**src/rtl/shift_sequencer.sv**
```systemverilog
// Multi-cycle LC-3b SHF shifter (LSHF/RSHFL/RSHFA) shared by two requesters
// with round-robin arbitration and a tagged valid/ready response channel.
module shift_sequencer #(
  parameter int WIDTH   = 16,
  parameter int SHAMT_W = 4,
  parameter int STEP    = 1
) (
  input  logic               clk,
  input  logic               reset_n,
  input  logic               req0_valid,
  output logic               req0_ready,
  input  logic [1:0]         req0_op,
  input  logic [WIDTH-1:0]   req0_data,
  input  logic [SHAMT_W-1:0] req0_shamt,
  input  logic               req1_valid,
  output logic               req1_ready,
  input  logic [1:0]         req1_op,
  input  logic [WIDTH-1:0]   req1_data,
  input  logic [SHAMT_W-1:0] req1_shamt,
  output logic               rsp_valid,
  input  logic               rsp_ready,
  output logic [WIDTH-1:0]   rsp_data,
  output logic               rsp_id,
  output logic               busy
);

  typedef enum logic [1:0] {S_IDLE, S_SHIFT, S_DONE, S_RESP} state_t;
  typedef enum logic [1:0] {
    OP_LSHF  = 2'b00,
    OP_RSHFL = 2'b01,
    OP_RSV   = 2'b10,
    OP_RSHFA = 2'b11
  } op_t;

  localparam int unsigned   RW     = SHAMT_W + 4;
  localparam int unsigned   STEP_U = STEP;
  localparam logic [RW-1:0] STEP_R = RW'(STEP);

  state_t             state;
  op_t                op_r;
  logic [WIDTH-1:0]   work_r;
  logic [SHAMT_W-1:0] rem_r;
  logic               last_r;

  logic               grant0;
  logic               grant1;
  logic [1:0]         acc_op;
  logic [WIDTH-1:0]   acc_data;
  logic [SHAMT_W-1:0] acc_shamt;
  logic [WIDTH-1:0]   work_nxt;
  logic [SHAMT_W-1:0] rem_nxt;

  // last_r names the requester granted most recently; the other one wins a tie.
  always_comb begin
    grant0     = req0_valid & (~req1_valid | last_r);
    grant1     = req1_valid & (~req0_valid | ~last_r);
    req0_ready = (state == S_IDLE) & grant0;
    req1_ready = (state == S_IDLE) & grant1;
    acc_op     = grant1 ? req1_op    : req0_op;
    acc_data   = grant1 ? req1_data  : req0_data;
    acc_shamt  = grant1 ? req1_shamt : req0_shamt;
  end

  // Up to STEP single-bit shifts per cycle, stopping once the remaining count is used up.
  always_comb begin
    work_nxt = work_r;
    for (int unsigned i = 0; i < STEP_U; i++) begin
      if (RW'(i) < RW'(rem_r)) begin
        case (op_r)
          OP_LSHF:  work_nxt = {work_nxt[WIDTH-2:0], 1'b0};
          OP_RSHFL: work_nxt = {1'b0, work_nxt[WIDTH-1:1]};
          OP_RSHFA: work_nxt = {work_nxt[WIDTH-1], work_nxt[WIDTH-1:1]};
          default:  work_nxt = work_nxt;
        endcase
      end
    end
    if (RW'(rem_r) > STEP_R) rem_nxt = rem_r - SHAMT_W'(STEP);
    else                     rem_nxt = '0;
  end

  always_ff @(posedge clk or negedge reset_n) begin
    if (!reset_n) begin
      state     <= S_IDLE;
      op_r      <= OP_LSHF;
      work_r    <= '0;
      rem_r     <= '0;
      last_r    <= 1'b1;
      rsp_valid <= 1'b0;
      rsp_data  <= '0;
      rsp_id    <= 1'b0;
      busy      <= 1'b0;
    end else begin
      case (state)
        S_IDLE: begin
          if (grant0 | grant1) begin
            op_r   <= op_t'(acc_op);
            work_r <= acc_data;
            rem_r  <= acc_shamt;
            rsp_id <= grant1;
            last_r <= grant1;
            busy   <= 1'b1;
            if (acc_shamt == '0 || acc_op == OP_RSV) state <= S_DONE;
            else                                     state <= S_SHIFT;
          end
        end
        S_SHIFT: begin
          work_r <= work_nxt;
          rem_r  <= rem_nxt;
          if (rem_nxt == '0) state <= S_DONE;
        end
        // Registering the result here gives the one-cycle response stage after the last shift.
        S_DONE: begin
          rsp_valid <= 1'b1;
          rsp_data  <= work_r;
          state     <= S_RESP;
        end
        S_RESP: begin
          if (rsp_ready) begin
            rsp_valid <= 1'b0;
            busy      <= 1'b0;
            state     <= S_IDLE;
          end
        end
        default: state <= S_IDLE;
      endcase
    end
  end

endmodule

```
**config.mk**
```make
export PLATFORM = sky130hd
export DESIGN_NAME = shift_sequencer
export DESIGN_NICKNAME = d
export VERILOG_FILES = /design/src/rtl/shift_sequencer.sv
export SDC_FILE = /design/constraint.sdc
export NUM_CORES = 1
export LEC_CHECK = 0
export ABC_AREA = 1
export ABC_CLOCK_PERIOD_IN_PS = 2470
export BUFFER_PORTS_ARGS = -buffer_cell sky130_fd_sc_hd__buf_2
export CELL_PAD_IN_SITES_DETAIL_PLACEMENT = 2
export CELL_PAD_IN_SITES_GLOBAL_PLACEMENT = 2
export CORE_MARGIN = 3
export CORE_UTILIZATION = 31
export CTS_CLUSTER_SIZE = 25
export DETAILED_ROUTE_END_ITERATION = 8
export PLACE_DENSITY_LB_ADDON = 0.15
export SLEW_MARGIN = 20
export SYNTH_ARGS = -nofsm -noshare
export SYNTH_HDL_FRONTEND = slang
export SYNTH_SLANG_ARGS = --single-unit
export TNS_END_PERCENT = 20
```
**constraint.sdc**
```tcl
create_clock -name clk -period 2.47 [get_ports clk]
set_input_delay 0.3705 -clock clk [delete_from_list [all_inputs] [get_ports clk]]
set_output_delay 0.3705 -clock clk [all_outputs]
set_load 0.05 [all_outputs]
```
==> flow_metrics.env, run 1 <==
export IMPL_drive_gt1_share_pct=27.6
export IMPL_p_switching_mw=2.40
export IMPL_wl_per_cell_um=17.1
export IMPL_ys_types=31
export IMPL_die_w_um=95.6
export IMPL_cts_tree="built"
export IMPL_fin_ws_ns=0.321
export IMPL_period_needed_ns=2.15
export IMPL_overflow=0
export IMPL_grt_pass1_wl_mm=13.8
export IMPL_ys_ff_latch=44
export IMPL_syn_instance_count=319
export IMPL_required_ns=2.10
export IMPL_routed_wl_mm=8.43
export IMPL_syn_area_per_cell_um2=7.81
export IMPL_setup_viol=0
export IMPL_switching_share_pct=52.5
export IMPL_worstReg2RegStart="state[1]"
export IMPL_p_per_area_nw_per_um2=1490
export IMPL_leakage_nw=1.55
export IMPL_drt_pass1_iter_count=4
export IMPL_synth_xor_area_share_pct=0
export IMPL_max_clock_freq_ghz=0.465
export IMPL_seqPwrFrac_pct=29.6
export IMPL_post_cts_resized=0
export IMPL_critical_path_arrival_ns=1.78
export IMPL_pwr_share_clk_pct=10.7
export IMPL_clockBufferDepth=2
export IMPL_syn_to_final_growth_pct=23.0
export IMPL_fin_area_um2=3060
export IMPL_worst_setup_path_end_kind="output pin"
export IMPL_tightestPinTransition_ns=0.580
export IMPL_synthSimpleGateAreaFrac_pct=20.0
export IMPL_ir_worst_vdd_mv=0.445
export IMPL_drv_slew=0
export IMPL_ios=70
export IMPL_antenna_left=0
export IMPL_post_place_ws_ns=0.247
export IMPL_num_antenna_cells=0
export IMPL_syn_num_nets=375
export IMPL_fin_cells=494
export IMPL_final_hold_viol_count=0
export IMPL_die_height_um=95.6
export IMPL_start_util_pct=32.1
export IMPL_clk_latency_ns=0.30
export IMPL_synth_top_family_by_area="compound AO/OA/AOI/OAI gates"
export IMPL_grt_usage_pct=19.9
export IMPL_coreArea_um2=7770
export IMPL_grt_setup_unrepaired="no"
export IMPL_yosys_warnings=0
export IMPL_dpl_hpwl_mm=6.66
export IMPL_grt_pass1_vias=2819
export IMPL_ys_top_cells_by_area="dfrtp_1 (43%), nand2_1 (8.1%), nor2_1 (7.7%), o21ai_0 (7.4%), inv_1 (4.7%)"
export IMPL_die_area_um2=9150
export IMPL_power_total_mw=4.58
export IMPL_htreeDepth=2
export IMPL_final_nets=447
export IMPL_synth_area_um2=2490
export IMPL_via_per_inst=5.00
export IMPL_status="complete, no violations"
export IMPL_crit_type="flip-flop to output pin"
export IMPL_combPwrFrac_pct=59.7
export IMPL_timing_hold_ws_ns=0.0372
export IMPL_hold_path_class="primary input to async pin"
export IMPL_synth_largest_area_cell="dfrtp_1"
export IMPL_r2r_slack_ns=0.38
export IMPL_cts_buffers=5
export IMPL_crit_path_max_fanout=4
export IMPL_post_cts_setup_buffer_count=0
export IMPL_dp_cells=486
export IMPL_numPortBuffers=69
export IMPL_drc_errors=0
export IMPL_drv_cap=0
export IMPL_vias=2468
export IMPL_drt_iter0_markers=42
export IMPL_slew_headroom_pct=61.1
export IMPL_dpl_cell_area_um2=2960
export IMPL_ctsRootBufferMaster="clkbuf_8"
export IMPL_cts_hold_fix_buffers=0
export IMPL_rows=32
export IMPL_start_kind="flip-flop"
export IMPL_regToRegEndpoint="work_r[9]"
export IMPL_place_gp_congestion=0.729
export IMPL_synthAdderAreaFrac_pct=3.52
export IMPL_cts_sinks=44
export IMPL_yosysSeqAreaShare_pct=44.2
export IMPL_fin_skew_ns=0.00652
export IMPL_p_int_mw=2.17
export IMPL_synth_compound_area_share_pct=20.6
export IMPL_clk_pin_slew_ns=0.09
export IMPL_yosys_area_top_type_share_pct=43.2
export IMPL_reg2reg_depth=10
export IMPL_grt_max_degree=24
export IMPL_setup_tns_ns=0
export IMPL_synth_mux_area_fraction_pct=3.16
export IMPL_antenna_found_initial=0
export IMPL_final_core_util_pct=39.4
export IMPL_fin_crit_sh_pct=87.0
-- Yosys cell counts, drive strengths merged --
| cell | n |
|---|---|
| nor2 | 52 |
| a21boi | 3 |
| a31oi | 2 |
| mux2 | 7 |
| ha | 7 |
| nand2 | 57 |
| dfrtp | 43 |
| nor3 | 1 |
| a211oi | 1 |
| a21oi | 24 |
| clkbuf | 4 |
| o22ai | 4 |
| buf | 8 |
| a2bb2oi | 1 |
| o211ai | 1 |
| or2 | 1 |
| dfstp | 1 |
| o21ai | 45 |
| nor2b | 2 |
| a22oi | 9 |
| nand3 | 10 |
| inv | 36 |
-- cell families after synthesis --
logic type      count (synthesis)
mux                             7
simple gates                  123
flops                          44
compound gates                 90
buf+inv                        48
fa+ha+maj                       7
-- worst max path at each step --
stage | startpoint | slack (ns) | endpoint
2_1_floorplan | state[0] | 0.10 | req0_ready
3_3_place_gp | state[1] | 0.35 | work_r[2]
3_5_place_dp | state[1] | 0.25 | work_r[6]
4_1_cts | state[1] | 0.17 | work_r[2]
5_1_grt | state[1] | 0.17 | work_r[2]
6_report | state[0] | 0.32 | req0_ready
-- power by group through the flow --
stage	Sequential, mW	Clock [mW]	Combinational, mW
2_1_floorplan	1.79	0	1.53
3_3_place_gp	1.35	0	2.64
3_5_place_dp	1.37	0	2.75
4_1_cts	1.36	0.503	2.78
5_1_grt	1.41	0.531	3.10
6_report	1.36	0.489	2.73
-- registers in the layout, summed over array words and instances (netlist names), 2 cells and up --
signal and cells:
rsp_data 16, work_r 16, rem_r 4, op_r 2, state 2
-- per-layer routing --
layer | track usage, % | wire length, µm
met5 | 0 | 0
met4 | 6.16 | 144
met3 | 3.16 | 297
met2 | 37.3 | 4490
met1 | 22.8 | 3500
-- layout by cell type (no fill, tap or decap), types with 2 or more instances in the layout --
cell type,count
inv_1,31
a21oi_2,2
nor2_1,51
nand2_2,3
ha_1,7
clkinv_2,2
inv_2,4
a31oi_1,2
a21boi_1,3
a21oi_1,22
a22oi_1,9
o22ai_1,4
buf_4,7
nor2b_1,2
clkbuf_8,6
nand3_1,9
o21ai_0,37
buf_2,69
nand2_1,54
dfrtp_1,43
o21ai_1,7
mux2_2,7
-- worst max-delay path, cell delays in order (launching register included) --
cell and delay, ns:
dfrtp_1 0.44, inv_1 0.12, ha_1 0.28, inv_1 0.11, a211oi_1 0.22, buf_2 0.30
-- cell type report --
| type | instances | area (µm²) |
|---|---|---|
| Fill cell | 938 | 4700 |
| Multi-Input combinational cell | 227 | 1190 |
| Sequential cell | 44 | 1100 |
| Timing Repair Buffer | 77 | 418 |
| Inverter | 36 | 138 |
| Tap cell | 102 | 128 |
| Clock buffer | 6 | 82.6 |
| Clock inverter | 2 | 10.0 |
(Power assumes the default switching activity.)
==> run 2, diff against run 1 <==
Settings changed: BUFFER_PORTS_ARGS -buffer_cell sky130_fd_sc_hd__buf_2 to default, CORE_UTILIZATION 31 to 35, DONT_BUFFER_PORTS from default to 1.
==> flow_metrics.env, run 2 (synthesis gave the netlist of run 1 again) <==
export IMPL_hold_path_class="primary input to flip-flop"
export IMPL_dpl_cell_area_um2=2590
export IMPL_drc_errors=0
export IMPL_fin_area_um2=2760
export IMPL_grt_max_degree=45
export IMPL_clockBufferDepth=2
export IMPL_fin_cells=419
export IMPL_syn_to_final_growth_pct=10.7
export IMPL_routed_wl_mm=7.68
export IMPL_place_gp_congestion=0.757
export IMPL_start_util_pct=36.5
export IMPL_required_ns=2.10
export IMPL_grt_pass1_vias=2482
export IMPL_p_per_area_nw_per_um2=1620
export IMPL_via_per_inst=5.31
export IMPL_ctsRootBufferMaster="clkbuf_8"
export IMPL_regToRegEndpoint="work_r[11]"
export IMPL_die_area_um2=8170
export IMPL_hold_depth=1
export IMPL_die_w_um=90.4
export IMPL_htreeDepth=2
export IMPL_reg_top3="rsp_data (16), work_r (16), rem_r (4)"
export IMPL_slew_headroom_pct=50.7
export IMPL_rows=30
export IMPL_die_height_um=90.4
export IMPL_setup_tns_ns=0
export IMPL_status="complete, no violations"
export IMPL_coreArea_um2=6830
export IMPL_ir_worst_vdd_mv=0.626
export IMPL_dp_cells=409
export IMPL_grt_pass1_wl_mm=13.0
export IMPL_overflow=0
export IMPL_critical_path_arrival_ns=1.77
export IMPL_clk_latency_ns=0.31
export IMPL_cts_tree="built"
export IMPL_max_clock_freq_ghz=0.468
export IMPL_drt_pass1_iter_count=4
export IMPL_final_common_cell="nand2_1"
export IMPL_wl_per_cell_um=18.3
export IMPL_worstReg2RegStart="state[1]"
export IMPL_antenna_found_initial=0
export IMPL_crit_path_max_fanout=4
export IMPL_grt_usage_pct=19.8
export IMPL_final_core_util_pct=40.4
export IMPL_layout_common_cells="nand2_1 (54), nor2_1 (50), dfrtp_1 (43)"
export IMPL_drt_iter0_markers=67
export IMPL_numPortBuffers=0
export IMPL_dpl_hpwl_mm=5.61
export IMPL_reg2reg_depth=9
export IMPL_leakage_nw=1.29
export IMPL_drv_cap=0
export IMPL_vias=2224
export IMPL_antenna_left=0
export IMPL_r2r_slack_ns=0.43
export IMPL_worst_setup_path_end_kind="output pin"
export IMPL_cts_sinks=44
export IMPL_post_cts_setup_buffer_count=0
export IMPL_min_delay_start="rsp_ready"
export IMPL_setup_viol=0
export IMPL_fin_skew_ns=0.00493
export IMPL_num_antenna_cells=0
export IMPL_fin_crit_sh_pct=86.6
export IMPL_crit_type="flip-flop to output pin"
export IMPL_period_needed_ns=2.14
export IMPL_final_nets=378
export IMPL_nFillCells=844
export IMPL_drv_slew=0
export IMPL_start_kind="flip-flop"
export IMPL_ios=70
export IMPL_drive_gt1_share_pct=12.4
export IMPL_tightestPinTransition_ns=0.737
export IMPL_grt_setup_unrepaired="no"
export IMPL_clk_pin_slew_ns=0.09
export IMPL_final_hold_viol_count=0
export IMPL_hold_path_end="rsp_valid"
export IMPL_cts_buffers=5
## run 2: how the worst max path moves through the flow
stage / startpoint / endpoint / slack, ns / cells past startpoint
floorplan: state[0] / req0_ready / 0.10 / 4
global placement: state[1] / work_r[11] / 0.39 / 8
detailed placement: state[1] / work_r[2] / 0.33 / 8
CTS: state[1] / req1_ready / 0.08 / 4
global route: state[1] / work_r[11] / 0.19 / 9
finish: state[1] / req1_ready / 0.33 / 4
## run 2: layout make-up
class	count	area [µm²]	share of cell area, %
multi-input cells	227	1190	43.3
flip-flops and latches	44	1100	40.0
inverters	36	138	4.99
well taps	96	120	4.36
clock buffers	6	82.6	2.99
repair buffers	8	82.6	2.99
clock inverters	2	38.8	1.41
## run 2: routing by layer
metal	GRT usage (%)	routed length, µm	share of wire, %
met5	0	0	0
met4	5.36	69	0.90
met3	4.08	327	4.3
met2	33.4	3690	48
met1	25.7	3600	47
## run 2: timing repair
action                                  4_1_cts  5_1_grt
resized for setup                             0        1
hold buffers                                  2        0
hold endpoints to repair                     44        0
endpoints found under the setup margin        0        1
## run 2: where the power goes
part | internal, mW | switching [mW] | leakage [nW] | total, mW
clock | 0.331 | 0.268 | 0.0614 | 0.600
sequential | 1.09 | 0.792 | 0.501 | 1.88
combinational | 0.704 | 1.28 | 0.730 | 1.98
total | 2.12 | 2.34 | 1.29 | 4.46
## run 2: stage by stage
stage	power, mW	setup slack (ns)	hold slack (ns)
5_1_grt	4.88	0.187	0.171
6_report	4.46	0.332	0.161
3_5_place_dp	3.85	0.332	0.0764
4_1_cts	4.52	0.0806	0.147
3_3_place_gp	3.75	0.387	0.0768
2_1_floorplan	3.32	0.101	0.0749
## run 2: critical path: stages, from the launching register on
cell and delay (ns):
dfrtp_1 0.43, inv_1 0.12, ha_1 0.28, inv_1 0.13, nor2_2 0.49
